**src/rtl/dpr_fifo_ctrl_if.sv**
```systemverilog
// rtl/dpr_fifo_ctrl_if.sv - producer/consumer stream bundle for dpr_fifo_ctrl
interface dpr_fifo_ctrl_if #(
    parameter int DW = 8
);
    logic          in_valid;
    logic          in_ready;
    logic [DW-1:0] in_data;
    logic          out_valid;
    logic          out_ready;
    logic [DW-1:0] out_data;

    // master is the outside world (producer + consumer), slave is the controller
    modport master (
        output in_valid, in_data, out_ready,
        input  in_ready, out_valid, out_data
    );

    modport slave (
        input  in_valid, in_data, out_ready,
        output in_ready, out_valid, out_data
    );
endinterface

```
**src/rtl/dpr_fifo_ctrl.sv**
```systemverilog
// rtl/dpr_fifo_ctrl.sv - FIFO controller driving an external dual-port RAM with a show-ahead output register
module dpr_fifo_ctrl #(
    parameter int DW    = 8,
    parameter int AW    = 4,
    parameter int DEPTH = 16
) (
    input  logic                 CLK,
    input  logic                 RST,
    dpr_fifo_ctrl_if.slave       s,
    output logic                 ram_wen,
    output logic                 ram_pen0,
    output logic [AW-1:0]        ram_a0,
    output logic [DW-1:0]        ram_di,
    output logic                 ram_pen1,
    output logic [AW-1:0]        ram_a1,
    input  logic [DW-1:0]        ram_do1,
    output logic [AW:0]          level,
    output logic                 ovf_err
);

    generate
        if (DEPTH != (1 << AW)) begin : g_depth_check
            $fatal(1, "dpr_fifo_ctrl: DEPTH must equal 2**AW");
        end
    endgenerate

    localparam logic [AW:0] DEPTH_C = (AW+1)'(DEPTH);

    logic [AW-1:0] wr_ptr_q, wr_ptr_d;
    logic [AW-1:0] rd_ptr_q, rd_ptr_d;
    logic [AW:0]   ram_cnt_q, ram_cnt_d;
    logic          out_valid_q, out_valid_d;
    logic [DW-1:0] out_data_q, out_data_d;
    logic          ovf_err_q, ovf_err_d;

    logic ram_full, ram_empty, push, pop, load, in_ready;

    always_comb begin
        ram_full  = (ram_cnt_q == DEPTH_C);
        ram_empty = (ram_cnt_q == '0);
        // ready depends only on registered count, never on same-cycle pop
        in_ready  = !ram_full && !RST;
        push      = s.in_valid && in_ready;
        pop       = out_valid_q && s.out_ready;
        // ram_empty excludes this cycle's push, so no read-during-write on one address
        load      = !ram_empty && (!out_valid_q || pop);

        wr_ptr_d    = push ? wr_ptr_q + 1'b1 : wr_ptr_q;
        rd_ptr_d    = load ? rd_ptr_q + 1'b1 : rd_ptr_q;
        out_data_d  = load ? ram_do1 : out_data_q;
        ovf_err_d   = ovf_err_q | (push && ram_full);

        out_valid_d = out_valid_q;
        if (load) begin
            out_valid_d = 1'b1;
        end else if (pop) begin
            out_valid_d = 1'b0;
        end

        ram_cnt_d = ram_cnt_q;
        if (push && !load) begin
            ram_cnt_d = ram_cnt_q + 1'b1;
        end else if (load && !push) begin
            ram_cnt_d = ram_cnt_q - 1'b1;
        end
    end

    always_ff @(posedge CLK) begin
        if (RST) begin
            wr_ptr_q    <= '0;
            rd_ptr_q    <= '0;
            ram_cnt_q   <= '0;
            out_valid_q <= 1'b0;
            out_data_q  <= '0;
            ovf_err_q   <= 1'b0;
        end else begin
            wr_ptr_q    <= wr_ptr_d;
            rd_ptr_q    <= rd_ptr_d;
            ram_cnt_q   <= ram_cnt_d;
            out_valid_q <= out_valid_d;
            out_data_q  <= out_data_d;
            ovf_err_q   <= ovf_err_d;
        end
    end

    assign s.in_ready  = in_ready;
    assign s.out_valid = out_valid_q;
    assign s.out_data  = out_data_q;

    assign ram_wen  = push;
    assign ram_pen0 = push;
    assign ram_a0   = wr_ptr_q;
    assign ram_di   = s.in_data;
    assign ram_pen1 = load;
    assign ram_a1   = rd_ptr_q;

    assign level   = ram_cnt_q + {{AW{1'b0}}, out_valid_q};
    assign ovf_err = ovf_err_q;

endmodule

```
**src/flat_wrapper.sv**
```systemverilog
// flat-port wrapper written by rule: the top's interface ports become plain ports
module dpr_fifo_ctrl_flat 
#(
    parameter int DW    = 8,
    parameter int AW    = 4,
    parameter int DEPTH = 16
)
  (CLK, RST, ram_wen, ram_pen0, ram_a0, ram_di, ram_pen1, ram_a1, ram_do1, level, ovf_err, s_in_valid, s_in_data, s_out_ready, s_in_ready, s_out_valid, s_out_data);
  dpr_fifo_ctrl_if #(.DW(DW)) s_i ();
  input  logic CLK;
  input  logic RST;
  output logic ram_wen;
  output logic ram_pen0;
  output logic [AW-1:0] ram_a0;
  output logic [DW-1:0] ram_di;
  output logic ram_pen1;
  output logic [AW-1:0] ram_a1;
  input  logic [DW-1:0] ram_do1;
  output logic [AW:0] level;
  output logic ovf_err;
  input wire logic [$bits(s_i.in_valid)-1:0] s_in_valid;
  input wire logic [$bits(s_i.in_data)-1:0] s_in_data;
  input wire logic [$bits(s_i.out_ready)-1:0] s_out_ready;
  output wire logic [$bits(s_i.in_ready)-1:0] s_in_ready;
  output wire logic [$bits(s_i.out_valid)-1:0] s_out_valid;
  output wire logic [$bits(s_i.out_data)-1:0] s_out_data;
  assign s_i.in_valid = s_in_valid;
  assign s_i.in_data = s_in_data;
  assign s_i.out_ready = s_out_ready;
  assign s_in_ready = s_i.in_ready;
  assign s_out_valid = s_i.out_valid;
  assign s_out_data = s_i.out_data;
  dpr_fifo_ctrl #(.DW(DW), .AW(AW), .DEPTH(DEPTH)) u_core (.CLK(CLK), .RST(RST), .s(s_i), .ram_wen(ram_wen), .ram_pen0(ram_pen0), .ram_a0(ram_a0), .ram_di(ram_di), .ram_pen1(ram_pen1), .ram_a1(ram_a1), .ram_do1(ram_do1), .level(level), .ovf_err(ovf_err));
endmodule
```
**config.mk**
```make
export PLATFORM = sky130hd
export DESIGN_NAME = dpr_fifo_ctrl_flat
export DESIGN_NICKNAME = d
export VERILOG_FILES = /design/src/rtl/dpr_fifo_ctrl_if.sv /design/src/rtl/dpr_fifo_ctrl.sv /design/src/flat_wrapper.sv
export SDC_FILE = /design/constraint.sdc
export NUM_CORES = 1
export LEC_CHECK = 0
export CORE_AREA = 2 2 58 60
export CTS_CLUSTER_SIZE = 16
export DETAILED_ROUTE_END_ITERATION = 8
export DIE_AREA = 0 0 60 62
export GPL_TIMING_DRIVEN = 0
export PLACE_DENSITY = 0.83
export SETUP_SLACK_MARGIN = 0.2
export SLEW_MARGIN = 20
export SYNTH_ARGS = -nofsm -noshare
export SYNTH_HDL_FRONTEND = slang
export SYNTH_SLANG_ARGS = --single-unit
```
**constraint.sdc**
```tcl
create_clock -name CLK -period 3.18 [get_ports CLK]
set_input_delay 0.636 -clock CLK [delete_from_list [all_inputs] [get_ports CLK]]
set_output_delay 0.636 -clock CLK [all_outputs]
set_load 0.03 [all_outputs]
```
# Word level (Yosys, flattened, before mapping)
# Cells that the tools add are included.
# W data, S select, Z words.
[op_classes]
bitwise_logic = 1
muxes = 4
eq_ne = 1
add_sub_neg = 5
n_reduce_logical = 17
[ops]
columns = ["cell", "count"]
rows = [
  ["$mux W5", 2],
  ["$add A4 B1 Y4 const B", 2],
  ["$logic_and A1 B1 Y1", 7],
  ["$logic_not A1 Y1", 6],
  ["$add A5 B1 Y5", 1],
  ["$add A5 B1 Y5 const B", 1],
  ["$eq A5 B5 Y1 const B", 1],
  ["$logic_not A5 Y1", 1],
  ["$sub A5 B1 Y5 const B", 1],
  ["$reduce_bool A2 Y1", 2],
  ["$mux W1", 2],
  ["$logic_or A1 B1 Y1", 1],
  ["$or A1 B1 Y1", 1],
]
[totals]
regBits = 23
input_bits = 20
out_inout_bits = 35
elab_cells = 34

# Longest topological paths before layout
[logic_depth]
depth_word = 8
depth_mapped = 10
ltp_nobuf = 10

# Worst setup path after synthesis
# OpenSTA, ideal clock, no wires.
[synth_timing]
path_kind = "input to register"
startpoint = "input port s_in_valid"
endpoint = "register u_core.ram_cnt_q[4]"
arrival_time_ns = 2.990
setup_slack_ns = 0.069
setup_time_ns = 0.121
cell_stages = 9
path_buffers = 0
cell_sequence = "a21boi_0 nor2b_1 ha_1 inv_1 ha_1 a21oi_1 a211oi_1 a31oi_1 mux2_2"
[synth_between]
elab_chain_cells = 4
word_cells_on_any_way = 6
classes_between = "1 x mux; 5 x reduce/logical"
[synth_lines]
columns = ["item", "line", "rtl"]
rows = [
  ["start: declaration", "flat_wrapper.sv:21", "input wire logic [$bits(s_i.in_valid)-1:0] s_in_valid;"],
  ["$logic_and A1 B1 Y1 (*)", "dpr_fifo_ctrl.sv:43", "push = s.in_valid && in_ready;"],
  ["via ram_pen0", "flat_wrapper.sv:13", "output logic ram_pen0;"],
  ["$logic_not A1 Y1", "dpr_fifo_ctrl.sv:63", "end else if (load && !push) begin"],
  ["$logic_and A1 B1 Y1", "dpr_fifo_ctrl.sv:63", ""],
  ["$reduce_bool A2 Y1 (no line)", "n/a", ""],
  ["end signal: assignment", "dpr_fifo_ctrl.sv:79", "ram_cnt_q <= ram_cnt_d;"],
  ["end: declaration", "dpr_fifo_ctrl.sv:31", "logic [AW:0] ram_cnt_q, ram_cnt_d;"],
]
# The timed path passes the listed nets; every way through them passes the cells marked *.
# A chain may end at the register's enable or synchronous reset.

# Worst setup path after layout
[layout_timing]
startpoint = "register u_core.ram_cnt_q[3]"
endpoint = "register u_core.ram_cnt_q[4]"
[layout_between]
elab_chain_cells = 7
word_cells_on_any_way = 16
classes_between = "2 x add/sub; 1 x eq/ne; 2 x mux; 11 x reduce/logical"
[layout_lines]
columns = ["item"]
rows = [
  ["parallel branches: the longest is 7 deep, another holds $sub A5 B1 Y5"],
]
# Parallel ways; which one is timed is not known. The select of a mux whose other input is x is not followed.

==> flow_summary.yaml <==
grt:
  groute.usage.overall_pct: 15.2
  grt_antenna_before_repair: 0
  first_global_vias: 944
  grt_pass1_wl_um: 4240
  overflow: 0
  grt_max_degree: 14
floorplan:
  coreArea_um2: 3180
  dieArea_um2: 3720
  io_pins: 55
  dieHeight_um: 62
  rows: 21
  start_util_pct: 37.6
  fp.dieW_um: 60
worst_setup_path:
  crit_start: "u_core.ram_cnt_q[3]$_SDFFE_PP0P_"
  rrSetupSlack_ps: 310
  r2r-start: "u_core.ram_cnt_q[3]$_SDFFE_PP0P_"
  cp_max_fo: 10
  worstReg2RegEnd: "u_core.ram_cnt_q[4]$_SDFFE_PP0P_"
  start_kind: "register"
  arrival_ps: 3090
  slowest_stage: "or4_4"
  r2r_cells: 10
  crit_chain: "or4_4, o21ai_4, buf_12, ha_1, inv_1, fa_2, nand3_1, a211oi_1, a31oi_1, mux2_2"
  worst_ep_required_time_ps: 3400
  end_kind: "register"
  critPathMaxStageDelay_ps: 600
  crit_type: "reg -> reg"
logic_synthesis:
  ys_types: 28
  synth-simple-area-share_pct: 14.2
  syn_inst: 125
  ys_top_cells_by_area: "dfxtp_1 38%, mux2i_1 9.2%, ha_1 8.4%, nor2_1 7.5%, buf_4 5.6%"
  synth_top_cell_by_area: "dfxtp_1"
  yosys.area_share.adder_pct: 10.0
  synth_top_family_by_area: "simple AND/OR/NAND/NOR gates"
  muxShareOfSynthArea_pct: 10.1
  synthFlopType: "dfxtp_1"
  yosys_warnings: 0
  synth_edf_count: 0
  seq_area_frac_synth_pct: 38.5
  syn_avg_cell_area_um2: 9.57
  synth_fp_nets: 154
  synth_seq_cells: 23
  synth_compound_area_share_pct: 9.10
  yosysTopAreaCellShare_pct: 38.5
  async_reset_ff_share_pct: 0
  synth_xor_area_share_pct: 8.05
  synth_area_um2: 1200
placement:
  dpl.hpwl_um: 2060
  dp_slack_ps: -230
  portBuffers: 45
  post_dp_cell_area_um2: 1710
  place_congestion: 0.748
routing:
  routed_wl_um: 2690
  ant_nets: 0
  drc: 0
  vias_per_cell: 4.78
  vias: 1051
  first_pass_iters: 4
  routedWlPerCell_um: 12.2
  drtIter0Drc: 30
hold_path:
  hold_path_depth: 1
  holdCritPathClass: "reg -> reg"
  holdPathEnd: "u_core.ovf_err$_SDFF_PP0_"
  hold_start: "u_core.ovf_err$_SDFF_PP0_"
sta:
  tightest_slew_ps: 435
  setup_tns_ps: 0
  finalHoldViolCount: 0
  setup_viol: 0
  finalMaxSlewViolations: 0
  max_freq_mhz: 349
  rsz0062_at_grt: "yes"
  slew_headroom_pct: 71.0
  period_minus_slack_ps: 2870
  whs_ps: 480
  period_share_pct: 90.2
  setup_ws_ps: 311
  clock_skew_ps: 1.10
clock_tree:
  clock_sinks: 23
  clkLatencyLatePin_ps: 310
  cts_buffer_depth: 2
  numCtsBuffers: 3
  post-cts-setup-buffers: 0
  cts_tree: "yes"
  cts_htree_levels: 1
  cts_root_buf: "clkbuf_4"
  cts_hold_buf: 0
  clk_pin_slew_worst_paths_ps: 120
layout:
  drive_gt1_share_pct: 15.5
  area_growth_pct: 48.6
  fin_area_um2: 1780
  nets: 204
  antennaDiodeCount: 0
  num-fill-cells: 297
run_status:
  status: "finished, final reports clean"
pwr:
  power.density_nw_per_um2: 882
  ir_drop_mv: 0.339
  p_leak_nw: 0.756
run:
  drv_cap: 0
-- synth_stat cells, drive strengths merged, types with 3 or more instances --
cell / number
mux2i: 11
clkbuf: 4
ha: 8
nor2: 24
nand3: 4
dfxtp: 23
buf: 11
o211ai: 5
xor2: 7
xnor2: 4
inv: 3
a21oi: 4
-- cell type report --
type                       instances  area (um^2)  share of cell area, %
multi-input combinational         84          657                   36.9
sequential                        23          467                   26.2
timing repair buffer              45          450                   25.3
buffer                            15          108                   6.05
tap                               46         57.6                   3.24
clock buffer                       3         22.5                   1.27
inverter                           3         11.3                  0.633
clock inverter                     1         5.00                  0.281
-- worst max-delay path by stage --
stage               slack (ps)  cells after the start                               end
floorplan                  260                      9  u_core.ram_cnt_q[4]$_SDFFE_PP0P_
global placement          -190                     10  u_core.ram_cnt_q[4]$_SDFFE_PP0P_
detailed placement        -230                     10  u_core.ram_cnt_q[4]$_SDFFE_PP0P_
CTS                        220                      4                          ram_pen0
global route               170                     10  u_core.ram_cnt_q[4]$_SDFFE_PP0P_
finish                     310                     10  u_core.ram_cnt_q[4]$_SDFFE_PP0P_
-- layout by cell type (no fill, tap or decap), types with 2 or more instances in the layout --
master,count
a21oi_1,3
a31oi_1,2
and3_1,2
buf_4,9
clkbuf_1,4
clkbuf_4,3
clkdlybuf4s50_1,42
dfxtp_1,20
dfxtp_2,2
dlygate4sd2_1,2
ha_1,7
inv_1,3
mux2i_1,11
nand3_1,4
nor2_1,24
o211ai_1,5
xnor2_1,4
xor2_1,7
-- stage by stage --
step	total power [W]	std cells	utilization, %
6_report	0.00157	220	55.9
5_1_grt	0.00169	220	55.9
4_1_cts	0.00154	220	54.8
3_5_place_dp	0.00139	216	53.7
3_3_place_gp	0.00136	216	53.7
2_1_floorplan	0.00110	125	-
-- critical path: cells and delay by family, from the launching register on --
kind / cells / cell delay, ps
AO/OA/AOI/OAI: 3 / 490
AND/OR/NAND/NOR: 2 / 700
flip-flops: 1 / 400
adder cells (fa/ha/maj): 2 / 530
buffers and inverters: 2 / 300
multiplexers: 1 / 350
-- metal layers --
layer	track usage [%]	up-vias	share of wire, %
met2	26.7	27	54
met3	2.69	5	3.9
met5	0	-	0
met1	18.0	496	41
met4	7.30	0	1.7
li1	-	523	-
-- repair_timing --
action                                  CTS  global route
pin swaps                                 0             1
gates resized for setup                   5             9
endpoints found under the setup margin    4             2
cloned                                    0             0
-- cells by family (layout without fill, tap and decap cells) --
logic type,count (synthesis),in the layout
buf+inv,18,67
xor+xnor,11,11
compound gates,15,15
flops,23,23
simple gates,37,37
mux,12,12
fa+ha+maj,9,9
-- registers in the layout, summed over array words and instances (netlist names) --
signal and count:
u_core.ovf_err 1, u_core.ram_a0 4, u_core.ram_a1 4, u_core.ram_cnt_q 5, u_core.s.out_data 8, u_core.s.out_valid 1
-- where the power goes --
part           internal [W]  switching (W)  leakage [nW]  total [W]
clock network     0.0000471      0.0000893        0.0177   0.000136
logic              0.000450       0.000525         0.547   0.000975
registers          0.000368      0.0000879         0.191   0.000456
No activity file was read; power rests on OpenSTA's default activity.
